### config.mk
export PLATFORM = sky130hd
export DESIGN_NAME = id_ex_stage_pipe
export DESIGN_NICKNAME = d
export VERILOG_FILES = /design/src/rtl/id_ex_stage_pipe.sv
export SDC_FILE = /design/constraint.sdc
export NUM_CORES = 1
export LEC_CHECK = 0
export ABC_CLOCK_PERIOD_IN_PS = 23000
export BUFFER_PORTS_ARGS = -buffer_cell sky130_fd_sc_hd__clkbuf_2
export CELL_PAD_IN_SITES_DETAIL_PLACEMENT = 0
export CELL_PAD_IN_SITES_GLOBAL_PLACEMENT = 2
export CORE_ASPECT_RATIO = 0.7
export CORE_MARGIN = 2
export CORE_UTILIZATION = 32
export DETAILED_ROUTE_END_ITERATION = 12
export PLACE_DENSITY = 0.88
export SKIP_LAST_GASP = 1
export SYNTH_ARGS = -nofsm -noshare
export SYNTH_HDL_FRONTEND = slang
export SYNTH_SLANG_ARGS = --single-unit
### constraint.sdc
create_clock -name clk -period 23 [get_ports clk]
set_input_delay 2.3 -clock clk [delete_from_list [all_inputs] [get_ports clk]]
set_output_delay 2.3 -clock clk [all_outputs]
set_load 0.01 [all_outputs]
### src/rtl/id_ex_stage_pipe.sv
// id_ex_stage_pipe
//
// Decode->execute pipeline stage register with a valid/ready handshake,
// hazard stall, flush and two saturating perf counters. The control payload
// is zeroed whenever the slot holds no instruction, so a killed or bubbled
// slot behaves as a NOP. The datapath payload is only loaded with real
// instructions and is otherwise held.
//
// Handshake: an input transfer happens on a rising edge where
// in_valid & in_ready; an output transfer happens on a rising edge where
// out_valid & out_ready & ~stall. A flush discards any input transfer of the
// same cycle.
//
// Configuration macro: PIPE_SKID_EN
//   defined   : 1-entry skid buffer, in_ready comes straight from a flop
//               (~skid valid); no in_ready <- out_ready combinational path.
//   undefined : no skid, in_ready = ~stall & (~out_valid | out_ready).
//
// Ports
//   clk, rst              clock, asynchronous active-high reset
//   in_valid/in_ready     upstream handshake
//   in_ctrl, in_data      control / datapath payload from decode
//   stall, flush          hazard unit controls (flush wins over stall)
//   out_valid/out_ready   downstream handshake
//   out_ctrl, out_data    registered payloads
//   bubble_cnt            cycles a bubble entered the stage (saturating)
//   flush_cnt             flushes that killed at least one valid entry (saturating)

module id_ex_stage_pipe #(
    parameter int CTRL_W = 32,
    parameter int DATA_W = 180,
    parameter int CNT_W  = 16
) (
    input  logic              clk,
    input  logic              rst,
    input  logic              in_valid,
    output logic              in_ready,
    input  logic [CTRL_W-1:0] in_ctrl,
    input  logic [DATA_W-1:0] in_data,
    input  logic              stall,
    input  logic              flush,
    output logic              out_valid,
    input  logic              out_ready,
    output logic [CTRL_W-1:0] out_ctrl,
    output logic [DATA_W-1:0] out_data,
    output logic [CNT_W-1:0]  bubble_cnt,
    output logic [CNT_W-1:0]  flush_cnt
);

    localparam logic [CNT_W-1:0] CNT_ONE = {{(CNT_W-1){1'b0}}, 1'b1};

    function automatic logic [CNT_W-1:0] sat_inc(input logic [CNT_W-1:0] v);
        return (&v) ? v : v + CNT_ONE;
    endfunction

    logic              valid_q, valid_d;
    logic [CTRL_W-1:0] ctrl_q, ctrl_d;
    logic [DATA_W-1:0] data_q, data_d;
    logic [CNT_W-1:0]  bubble_q, bubble_d;
    logic [CNT_W-1:0]  flushc_q, flushc_d;
    logic              skid_valid;
    logic              main_load;

    // Main register may take a new entry: not stalled, and either empty or
    // its current entry leaves this cycle.
    assign main_load = ~stall & (~valid_q | out_ready);

`ifdef PIPE_SKID_EN
    logic              skid_valid_q, skid_valid_d;
    logic [CTRL_W-1:0] skid_ctrl_q, skid_ctrl_d;
    logic [DATA_W-1:0] skid_data_q, skid_data_d;
    logic              in_fire;

    assign skid_valid = skid_valid_q;
    assign in_ready   = ~skid_valid_q;
    assign in_fire    = in_valid & in_ready;
`else
    assign skid_valid = 1'b0;
    assign in_ready   = main_load;
`endif

    always_comb begin
        valid_d  = valid_q;
        ctrl_d   = ctrl_q;
        data_d   = data_q;
        bubble_d = bubble_q;
        flushc_d = flushc_q;
`ifdef PIPE_SKID_EN
        skid_valid_d = skid_valid_q;
        skid_ctrl_d  = skid_ctrl_q;
        skid_data_d  = skid_data_q;
`endif
        if (flush) begin
            valid_d = 1'b0;
            ctrl_d  = '0;
`ifdef PIPE_SKID_EN
            skid_valid_d = 1'b0;
`endif
            if (valid_q | skid_valid) begin
                flushc_d = sat_inc(flushc_q);
            end
        end else if (main_load) begin
`ifdef PIPE_SKID_EN
            // A parked entry is older than anything upstream, so it goes first.
            if (skid_valid_q) begin
                valid_d      = 1'b1;
                ctrl_d       = skid_ctrl_q;
                data_d       = skid_data_q;
                skid_valid_d = 1'b0;
            end else
`endif
            if (in_valid) begin
                valid_d = 1'b1;
                ctrl_d  = in_ctrl;
                data_d  = in_data;
            end else begin
                valid_d  = 1'b0;
                ctrl_d   = '0;
                bubble_d = sat_inc(bubble_q);
            end
        end
`ifdef PIPE_SKID_EN
        // Accepted while the main register cannot take it: park it.
        else if (in_fire) begin
            skid_valid_d = 1'b1;
            skid_ctrl_d  = in_ctrl;
            skid_data_d  = in_data;
        end
`endif
    end

    always_ff @(posedge clk or posedge rst) begin
        if (rst) begin
            valid_q  <= 1'b0;
            ctrl_q   <= '0;
            data_q   <= '0;
            bubble_q <= '0;
            flushc_q <= '0;
        end else begin
            valid_q  <= valid_d;
            ctrl_q   <= ctrl_d;
            data_q   <= data_d;
            bubble_q <= bubble_d;
            flushc_q <= flushc_d;
        end
    end

`ifdef PIPE_SKID_EN
    always_ff @(posedge clk or posedge rst) begin
        if (rst) begin
            skid_valid_q <= 1'b0;
            skid_ctrl_q  <= '0;
            skid_data_q  <= '0;
        end else begin
            skid_valid_q <= skid_valid_d;
            skid_ctrl_q  <= skid_ctrl_d;
            skid_data_q  <= skid_data_d;
        end
    end
`endif

    assign out_valid  = valid_q;
    assign out_ctrl   = ctrl_q;
    assign out_data   = data_q;
    assign bubble_cnt = bubble_q;
    assign flush_cnt  = flushc_q;

    // An empty slot must always look like a NOP downstream.
    a_ctrl_zero_when_empty: assert property (
        @(posedge clk) disable iff (rst) (!valid_q |-> (ctrl_q == '0))
    );

endmodule

Word-level counts from Yosys, hierarchy flattened

Cells that the tools add are included.

Flip-flop bits (word level): 245
Input port bits: 218
Output and inout bits: 246
Logic and storage cells: 27

$add $sub $neg: 2
Multiplexer cells: 6
Bitwise operators: 8
Reduce and logical (&&, ||, !) cells: 6

Operators by type and width:

| kind                                                            | count |
|---|---|
| 32-bit two-way mux                                              | 3 |
| 16-bit by 1-bit adder with 16-bit output, second input constant | 2 |
| 16-bit AND reduction                                            | 2 |
| 1-bit inverter                                                  | 6 |
| 3-bit AND reduction                                             | 2 |
| 4-bit AND reduction                                             | 1 |
| 1-bit two-way mux                                               | 3 |
| 2-bit nonzero test                                              | 1 |
| 1-bit bitwise AND                                               | 1 |
| 1-bit OR                                                        | 1 |

Longest topological paths before layout

Gate-level depths: netlist of the first run.

Depth in word-level cells: 5
Mapped depth: 5
Mapped depth without buffers: 5

Least setup slack after synthesis of the first run

OpenSTA, ideal clock, no wires.

Path kind: input port to output port
Start: input out_ready
End: output in_ready
Arrival: 2.735 ns
Data required time: 20.700 ns
Setup slack: 17.965 ns
Cell stages on the path: 2
Path buffers: 0
Cell sequence: and2b_1 nor2_1

Word-level cells in the longest chain between the ends: 2

RTL lines:

| element            | line | source |
|---|---|---|
| start: declaration | 43   | `input logic out_ready,` |
| 1-bit OR           | 66   | `assign main_load = ~stall & (~valid_q \| out_ready);` |
| 1-bit bitwise AND  | 66   |  |
| end: declaration   | 37   | `output logic in_ready,` |

No other way between the ends.

Worst setup path after layout of the first run

Ends and elaborated chain as after synthesis.

==> impl_metrics.py, run 1 <==
metrics = {
    "clock_network": {
        "post-cts-setup-buffers": 0,
        "cts_hold_buffers": 0,
        "cts.repair.resized": 0,
        "clkTransAtPathRegs_ns": 0.06,
        "cts_sinks": 245,
        "cts_buffers": 26,
        "clockBufferDepth": 3,
        "htree_levels": 1,
        "cts_tree": "done",
        "cts-root-buf": "clkbuf_16",
        "clk_latency_ns": 0.53,
    },
    "worst_setup_path": {
        "path_class": "input port to output port",
        "timing.rr.start": "out_valid",
        "endpoint_kind": "output port",
        "crit_arrival_ns": 2.94,
        "cp_max_fo": 3,
        "rrSetupSlack_ns": 20.05,
        "r2r_end": "out_data[136]",
        "cp-start-kind": "input port",
        "rr_worst_depth": 5,
        "critPathRequiredTime_ns": 20.70,
    },
    "global_routing": {
        "gr-usage-met3": 0.07897,
        "grt_pass1_wl_um": 43190,
        "grt_busiest_layer": "met2",
        "grt_max_degree": 127,
        "track_usage": 0.1821,
        "use_met2": 0.3145,
        "grt_pass1_vias": 6906,
        "use_met1": 0.2090,
        "antenna_found_initial": 6,
        "overflow": 0,
    },
    "routing": {
        "via_count": 6877,
        "dr.pass1.iters": 4,
        "routedWlPerCell_um": 19.65,
        "final_antenna_net_count": 0,
        "drt_iter0_markers": 341,
        "drc_errors": 0,
        "avgViaCountPerCell": 4.672,
        "wl_um": 28930,
    },
    "timing": {
        "setup_viol": 0,
        "clock_skew_ns": 0.008644,
        "max_slew_margin": 0.3656,
        "rsz0062_at_grt": "no",
        "fin_crit_sh": 0.2276,
        "hold_viol": 0,
        "fin_tns_setup_ns": 0,
        "maxSlewViolCount": 0,
        "tightest_slew_ns": 0.9516,
        "hold_ws_ns": 0.4826,
        "finalCriticalPeriod_ns": 5.235,
        "fmax_mhz": 191.0,
    },
    "die": {
        "fp.dieW_um": 209.8,
        "io_pins": 464,
        "core-area_um2": 29020,
        "dieArea_um2": 31070,
        "start_util": 0.3270,
        "row_count": 52,
        "die_h_um": 148.1,
    },
    "worst_hold_path": {
        "min_path_type": "flip-flop to flip-flop",
        "hp-start": "out_data[145]",
        "hold_depth": 1,
        "worstHoldEndpoint": "out_data[145]",
    },
    "layout": {
        "drive_above_1_share": 0.5151,
        "synthToLayoutAreaGrowth_pct": 36.77,
        "design_area_um2": 12980,
        "fin_cells": 1472,
        "finalNetCount": 1298,
    },
    "run": {
        "cap_violations": 0,
    },
    "yosys": {
        "yosysWarnings": 0,
        "yosysMostFrequentCell": "dfrtp_1",
        "synth_cells": 608,
        "synth_top_area_cell": "dfrtp_1",
        "seq_area_frac_synth": 0.6461,
        "synth-edff-count": 0,
        "synth.avg_cell_area_um2": 15.61,
        "synth_top_area_share": 0.6461,
        "ys.flop_type": "dfrtp_1",
        "netlist_top_cells_count": "dfrtp_1 (245), mux2_1 (137), mux2_2 (48)",
        "synthesis.nets": 828,
        "synth_area_um2": 9489,
        "synth_seq_cells": 245,
        "synthTopCellsByArea": "dfrtp_1 (65%), mux2_1 (16%), mux2_2 (5.7%), a22o_1 (3.0%), xnor2_1 (1.6%)",
        "synth_cell_types": 37,
        "synthArstFlopShare": 1.000,
    },
    "power_and_ir_drop": {
        "leakagePower_nw": 6.496,
        "powerDensity_nw_per_um2": 93.97,
        "peakVddDrop_mv": 0.06339,
    },
    "placement": {
        "place_congestion": 0.7999,
        "io_buffers": 463,
        "dp.cells": 1428,
        "placed_area_um2": 12130,
        "hpwlAfterDp_um": 22200,
    },
    "outcome": {
        "outcome": "finished, final reports clean",
    },
}
==> per-layer routing <==
| metal | wire length (um) | vias up | part of all wire |
|---|---|---|---|
| li1 | - | 3153 | - |
| met1 | 10920 | 3400 | 0.38 |
| met2 | 14390 | 269 | 0.50 |
| met3 | 2880 | 47 | 0.10 |
| met4 | 675 | 8 | 0.023 |
| met5 | 61 | - | 0.0021 |
==> cells in the final DEF, fill, tap and decap left out, types with 3 or more instances in the layout <==
| cell type | netlist | layout |
|---|---|---|
| clkbuf_2 | 0 | 463 |
| o21ai_0 | 3 | 3 |
| mux2_1 | 137 | 137 |
| and3_1 | 4 | 4 |
| clkbuf_16 | 0 | 27 |
| nand3_1 | 17 | 17 |
| and4_1 | 4 | 4 |
| clkbuf_8 | 0 | 7 |
| nand2_1 | 11 | 11 |
| and2_1 | 3 | 3 |
| nand4_1 | 11 | 11 |
| nor3_1 | 4 | 4 |
| xnor2_1 | 17 | 17 |
| nor2_1 | 8 | 7 |
| a21oi_1 | 5 | 5 |
| mux2_2 | 48 | 48 |
| a22o_1 | 32 | 32 |
| dfrtp_1 | 245 | 245 |
| a31oi_1 | 4 | 4 |
| buf_4 | 6 | 7 |
| o311ai_0 | 3 | 3 |
| clkbuf_1 | 4 | 4 |
==> worst max-delay path by stage <==
stage              start       endpoint  slack, ns  cells past startpoint
4_1_cts        out_ready       in_ready      17.76                      4
5_1_grt        out_ready       in_ready      17.69                      4
3_5_place_dp   out_ready       in_ready      17.77                      4
3_3_place_gp   out_ready       in_ready      17.75                      4
6_report       out_ready       in_ready      17.77                      4
2_1_floorplan        rst  bubble_cnt[0]      13.97                      1
==> power by group <==
part | switching, mW | total [mW] | internal [mW]
combinational | 0.134 | 0.249 | 0.115
clock | 0.169 | 0.416 | 0.247
sequential | 0.0472 | 0.555 | 0.508
total | 0.350 | 1.22 | 0.869
==> metrics by stage <==
step | setup WS [ns] | total power [mW] | utilization
2_1_floorplan | 13.97 | 0.6788 | -
3_3_place_gp | 17.75 | 0.8125 | 0.4180
3_5_place_dp | 17.77 | 0.8197 | 0.4180
4_1_cts | 17.76 | 1.244 | 0.4472
5_1_grt | 17.69 | 1.285 | 0.4472
6_report | 17.77 | 1.220 | 0.4473
==> sequential cells by signal, summed over array words and instances, names as in the netlist <==
name        count
out_ctrl       32
out_valid       1
out_data      180
flush_cnt      16
bubble_cnt     16
==> kinds of logic after synthesis <==
logic type / after synthesis / synth area share
flip-flops: 245 / 0.6461
multiplexers: 185 / 0.2195
AND/OR/NAND/NOR: 73 / 0.04549
AO/OA/AOI/OAI: 53 / 0.04509
buffers and inverters: 31 / 0.02360
XOR/XNOR: 19 / 0.01754
adder cells (fa/ha/maj): 2 / 0.002637
==> layout make-up <==
class / instances / area (um^2)
diodes: 1 / 2.502
well taps: 378 / 473.0
clock buffers: 38 / 787.0
flip-flops and latches: 245 / 6131
inverters: 3 / 18.77
repair buffers: 470 / 2370
multi-input cells: 332 / 3137
fillers: 2695 / 16040
clock inverters: 5 / 60.06
==> worst max-delay path: stages <==
cell and delay, ns:
clkbuf_2 0.07, and2b_1 0.23, nor2_1 0.17, clkbuf_2 0.16
(Power assumes the default switching activity.)
==> run 2: changes to the inputs <==
ABC_CLOCK_PERIOD_IN_PS = 5000   (was 23000)
CORE_UTILIZATION = 29   (was 32)
PLACE_DENSITY = 0.81   (was 0.88)
clock period = 5 ns   (was 23 ns; I/O delays follow)
==> run 2 against run 1 <==
  * Register-to-register slack got worse by 18 ns
  * Non-clock buffer count rose by 3
  * Sequential share of layout area decreased by 0.54 points
  * First-iteration DRC count fell by 10%
  * Clock power grew to 4.7 times the previous value
  * Clock-buffer cell count rose by 2
  * Utilization decreased by 4.0 points
  * Largest cell class unchanged
  * Largest power group unchanged
==> impl_metrics.py, run 2 (synthesis results as in run 1) <==
metrics = {
    "power_and_ir_drop": {
        "leakagePower_nw": 6.532,
        "intPower_mw": 4.035,
        "finalPower_mw": 5.659,
        "peakVddDrop_mv": 0.2365,
        "seq_power_share": 0.452,
        "p_clk_frac": 0.346,
        "switching_share": 0.2870,
        "p_switching_mw": 1.624,
        "p_comb_frac": 0.201,
        "powerDensity_nw_per_um2": 431.0,
    },
    "clock_network": {
        "post-cts-setup-buffers": 0,
        "cts_buffers": 26,
        "cts-root-buf": "clkbuf_16",
        "cts_tree": "done",
        "cts_sinks": 245,
        "clkTransAtPathRegs_ns": 0.06,
        "clk_latency_ns": 0.53,
        "clockBufferDepth": 3,
        "htree_levels": 1,
    },
    "global_routing": {
        "grt_pass1_vias": 6907,
        "grt_pass1_wl_um": 41990,
        "overflow": 0,
        "grt_max_degree": 74,
        "track_usage": 0.1606,
        "antenna_found_initial": 5,
    },
    "worst_setup_path": {
        "slowest_stage": "nor4b_4",
        "timing.rr.start": "out_valid",
        "rrSetupSlack_ns": 2.48,
        "crit_path_end": "out_data[152]",
        "crit_chain": "and2b_1 > nor4b_4 > buf_12 > mux2_1",
        "crit_arrival_ns": 2.93,
        "cp_slowest_stage_delay_ns": 0.84,
        "path_class": "flip-flop to flip-flop",
        "endpoint_kind": "flip-flop",
        "cp_max_fo": 64,
        "critPathRequiredTime_ns": 5.41,
        "cp-start-kind": "flip-flop",
        "rr_worst_depth": 4,
        "r2r_end": "out_data[152]",
        "startpoint": "out_valid",
    },
    "routing": {
        "avgViaCountPerCell": 4.521,
        "drt_iter0_markers": 306,
        "via_count": 6904,
        "routedWlPerCell_um": 18.51,
        "final_antenna_net_count": 0,
        "dr.pass1.iters": 5,
        "wl_um": 28270,
        "drc_errors": 0,
    },
    "timing": {
        "fmax_mhz": 396.6,
        "maxSlewViolCount": 0,
        "tightest_slew_ns": 0.9902,
        "clock_skew_ns": 0.004822,
        "rsz0062_at_grt": "no",
        "setup_viol": 0,
        "max_slew_margin": 0.3371,
        "finalCriticalPeriod_ns": 2.521,
        "hold_viol": 0,
        "fin_tns_setup_ns": 0,
        "fin_crit_sh": 0.5043,
    },
    "layout": {
        "synthToLayoutAreaGrowth_pct": 38.36,
        "fill_cells": 3096,
        "final_cell_mix": "clkbuf_2 (463), dfrtp_1 (245), mux2_1 (137)",
        "final_common_cell": "clkbuf_2",
        "multi_input_area_um2": 3142,
        "largest_reg_flops": 180,
        "finalNetCount": 1301,
        "register_area_um2": 6131,
        "drive_above_1_share": 0.5168,
    },
    "outcome": {
        "outcome": "finished, final reports clean",
    },
    "placement": {
        "io_buffers": 463,
        "place_congestion": 0.7923,
        "hpwlAfterDp_um": 21560,
    },
    "die": {
        "dieArea_um2": 34210,
        "die_h_um": 155.3,
        "core-area_um2": 32270,
        "io_pins": 464,
        "fp.dieW_um": 220.2,
        "start_util": 0.2940,
        "row_count": 55,
    },
    "run": {
        "cap_violations": 0,
    },
    "worst_hold_path": {
        "min_path_type": "input port to flip-flop",
    },
}
## run 2: critical path: cells and delay by family, from the launching register on
family        cells  cell delay [ns]
simple gates      2             1.11
mux               1             0.37
buf+inv           1             0.39
flops             1             0.47
## run 2: metrics by stage
stage / instance area [um^2] / hold slack, ns / worst slack, ns / util / std cells
2_1_floorplan: 9493 / 0.5200 / 1.282 / - / 608
3_3_place_gp: 12240 / 0.4680 / 2.375 / 0.3794 / 1479
3_5_place_dp: 12240 / 0.4735 / 2.329 / 0.3794 / 1479
4_1_cts: 13130 / 0.1381 / 2.405 / 0.4067 / 1526
5_1_grt: 13130 / 0.1458 / 2.306 / 0.4067 / 1526
6_report: 13130 / 0.1797 / 2.479 / 0.4068 / 1527
## run 2: per-layer routing
| layer | wire, um | part of all wire | GRT usage |
|---|---|---|---|
| met5 | 66 | 0.0023 | 0 |
| met4 | 888 | 0.031 | 0.04890 |
| met3 | 2544 | 0.090 | 0.06041 |
| met2 | 13600 | 0.48 | 0.2703 |
| met1 | 11170 | 0.40 | 0.1904 |
## run 2: power by group through the flow
stage | registers [mW] | logic (mW) | clock network (mW)
4_1_cts | 2.56 | 1.18 | 2.02
5_1_grt | 2.62 | 1.25 | 2.12
2_1_floorplan | 2.74 | 0.383 | 0
6_report | 2.56 | 1.14 | 1.96
3_5_place_dp | 2.60 | 1.17 | 0
3_3_place_gp | 2.58 | 1.16 | 0
## run 2: repair_timing
item	CTS	global route
hold endpoints to repair	10	0
hold buffers	1	0
resized for setup	0	0
## run 2: worst min-delay path by stage
stage	from	endpoint	slack, ns	cells after the start
after floorplan	bubble_cnt[11]	bubble_cnt[11]	0.52	1
after global placement	rst	out_ctrl[16]	0.47	2
after global routing	in_data[5]	out_data[5]	0.15	2
after detailed placement	out_data[8]	out_data[8]	0.47	1
after CTS	in_data[8]	out_data[8]	0.14	2
final	in_data[3]	out_data[3]	0.18	2
## run 2: area by class of cell
class,instances,share of cell area
Sequential cell,245,0.4670
Multi-Input combinational cell,332,0.2393
Timing Repair Buffer,473,0.1853
Clock buffer,40,0.06204
Tap cell,427,0.04069
Clock inverter,6,0.004384
Inverter,3,0.001144
Antenna cell,1,0.0001906
==> run 3: changes to the inputs <==
ABC_CLOCK_PERIOD_IN_PS = 2250   (was 5000)
CORE_UTILIZATION = 26   (was 29)
PLACE_DENSITY = 0.77   (was 0.81)
clock period = 2.25 ns   (was 5 ns; I/O delays follow)
==> run 3 against run 2 <==
  * Worst setup slack got worse by 2.2 ns
  * Global-route usage fell by 0.39 points
  * Die area rose by 11%
  * Clock skew rose by 0.0069 ns
  * Combinational power rose to 2.6 times the previous value
  * Final cell count rose by 18%
  * First-iteration DRC count fell by 11%
  * Via count rose by 12%
==> impl_metrics.py, run 3 (synthesis results as in run 1) <==
metrics = {
    "timing": {
        "rsz0062_at_grt": "no",
        "fin_ws_ns": 0.3075,
        "tightest_slew_ns": 0.6064,
        "max_slew_margin": 0.5926,
        "maxSlewViolCount": 0,
        "fmax_mhz": 514.8,
        "clock_skew_ns": 0.01174,
        "setup_viol": 0,
        "fin_crit_sh": 0.8633,
        "finalCriticalPeriod_ns": 1.943,
        "hold_viol": 0,
    },
    "routing": {
        "avgViaCountPerCell": 4.300,
        "via_count": 7748,
        "drc_errors": 0,
        "final_antenna_net_count": 0,
        "routedWlPerCell_um": 17.17,
        "wl_um": 30930,
        "dr.pass1.iters": 4,
        "drt_iter0_markers": 273,
    },
    "clock_network": {
        "post-cts-setup-buffers": 0,
        "cts_tree": "done",
        "clkTransAtPathRegs_ns": 0.07,
        "clk_latency_ns": 0.54,
        "htree_levels": 1,
        "clockBufferDepth": 3,
        "cts_buffers": 26,
        "cts-root-buf": "clkbuf_16",
        "cts_sinks": 245,
    },
    "layout": {
        "synthToLayoutAreaGrowth_pct": 62.97,
        "antennaDiodeCount": 0,
        "final_cell_mix": "clkbuf_2 (463), dfrtp_1 (245), dlygate4sd3_1 (213)",
        "multi_input_area_um2": 3137,
        "finalNetCount": 1524,
        "final_common_cell": "clkbuf_2",
        "drive_above_1_share": 0.4380,
        "post-route-util": 0.4305,
        "fill_cells": 3341,
        "largest_reg_flops": 180,
        "register_area_um2": 6131,
        "fin_cells": 1802,
        "design_area_um2": 15460,
    },
    "global_routing": {
        "grt_pass1_wl_um": 46620,
        "track_usage": 0.1567,
        "overflow": 0,
        "grt_max_degree": 92,
        "grt_pass1_vias": 8108,
        "antenna_found_initial": 0,
    },
    "worst_setup_path": {
        "rr_worst_depth": 5,
        "cp-start-kind": "flip-flop",
        "timing.rr.start": "out_valid",
        "r2r_end": "out_data[162]",
        "critPathRequiredTime_ns": 2.66,
        "rrSetupSlack_ns": 0.31,
        "path_class": "flip-flop to flip-flop",
        "endpoint_kind": "flip-flop",
        "crit_arrival_ns": 2.36,
        "cp_max_fo": 29,
    },
    "die": {
        "start_util": 0.2642,
        "fp.dieW_um": 232.3,
        "io_pins": 464,
        "dieArea_um2": 38060,
        "core-area_um2": 35920,
        "die_h_um": 163.8,
        "row_count": 58,
    },
    "worst_hold_path": {
        "min_path_type": "input port to flip-flop",
        "hp-start": "flush",
        "hold_depth": 3,
        "worstHoldEndpoint": "flush_cnt[2]",
    },
    "power_and_ir_drop": {
        "leakagePower_nw": 7.492,
        "powerDensity_nw_per_um2": 832.3,
        "peakVddDrop_mv": 0.5499,
    },
    "placement": {
        "hpwlAfterDp_um": 21820,
        "placed_area_um2": 12490,
        "dp.cells": 1543,
        "post-place-ws_ns": 0.3103,
        "io_buffers": 463,
        "place_congestion": 0.7895,
    },
    "run": {
        "cap_violations": 0,
    },
    "outcome": {
        "outcome": "finished, final reports clean",
    },
}
[run 3: changes by cell type in the layout (fill, tap and decap cells not counted), sizes merged]
cell	delta
buf	+11
clkbuf	-4
clkinv	+3
diode	-1
dlygate4sd3	+212
inv	+1
[run 3: worst max-delay path by stage]
stage,cells after the start,end,from
after floorplan,1,bubble_cnt[0],rst
after global placement,5,out_data[156],out_valid
after detailed placement,5,out_data[112],out_valid
after CTS,5,out_data[112],out_valid
after global routing,5,out_data[162],out_valid
final,5,out_data[162],out_valid
[run 3: per-layer routing]
layer,part of all wire,routed length [um],track usage,vias to the layer above
li1,-,-,-,3603
met1,0.40,12400,0.1870,3797
met2,0.49,15120,0.2711,305
met3,0.077,2392,0.04427,43
met4,0.033,1025,0.05420,0
met5,0,0,0,-
[run 3: where the power goes]
group / switching [mW] / internal (mW)
sequential: 0.508 / 5.19
combinational: 1.46 / 1.45
clock: 1.79 / 2.47
[run 3: area by class of cell]
type                    instances  share of cell area
flip-flops and latches        245              0.3964
repair buffers                696              0.3063
multi-input cells             332              0.2028
clock buffers                  36             0.04911
well taps                     480             0.03884
clock inverters                10            0.005502
inverters                       3           0.0009709
[run 3: worst max-delay path, stage by stage, from the launching register on]
cell     delay [ns]
dfrtp_1        0.38
and2b_1        0.22
nor4b_4        0.37
buf_12         0.25
buf_12         0.22
mux2_1         0.35
[run 3: metrics by stage]
stage          total power [mW]  hold WS, ns  setup TNS (ns)
2_1_floorplan             6.940       0.3597         -292.23
5_1_grt                   13.56       0.2066               0
3_5_place_dp              8.409       0.2054               0
4_1_cts                   13.05       0.1614               0
3_3_place_gp              8.355       0.2098               0
6_report                  12.87       0.1934               0
[run 3: what timing repair did]
action / 4_1_cts / 5_1_grt
endpoints found under the hold margin: 227 / 0
gates resized for setup: 0 / 0
hold buffers: 213 / 0
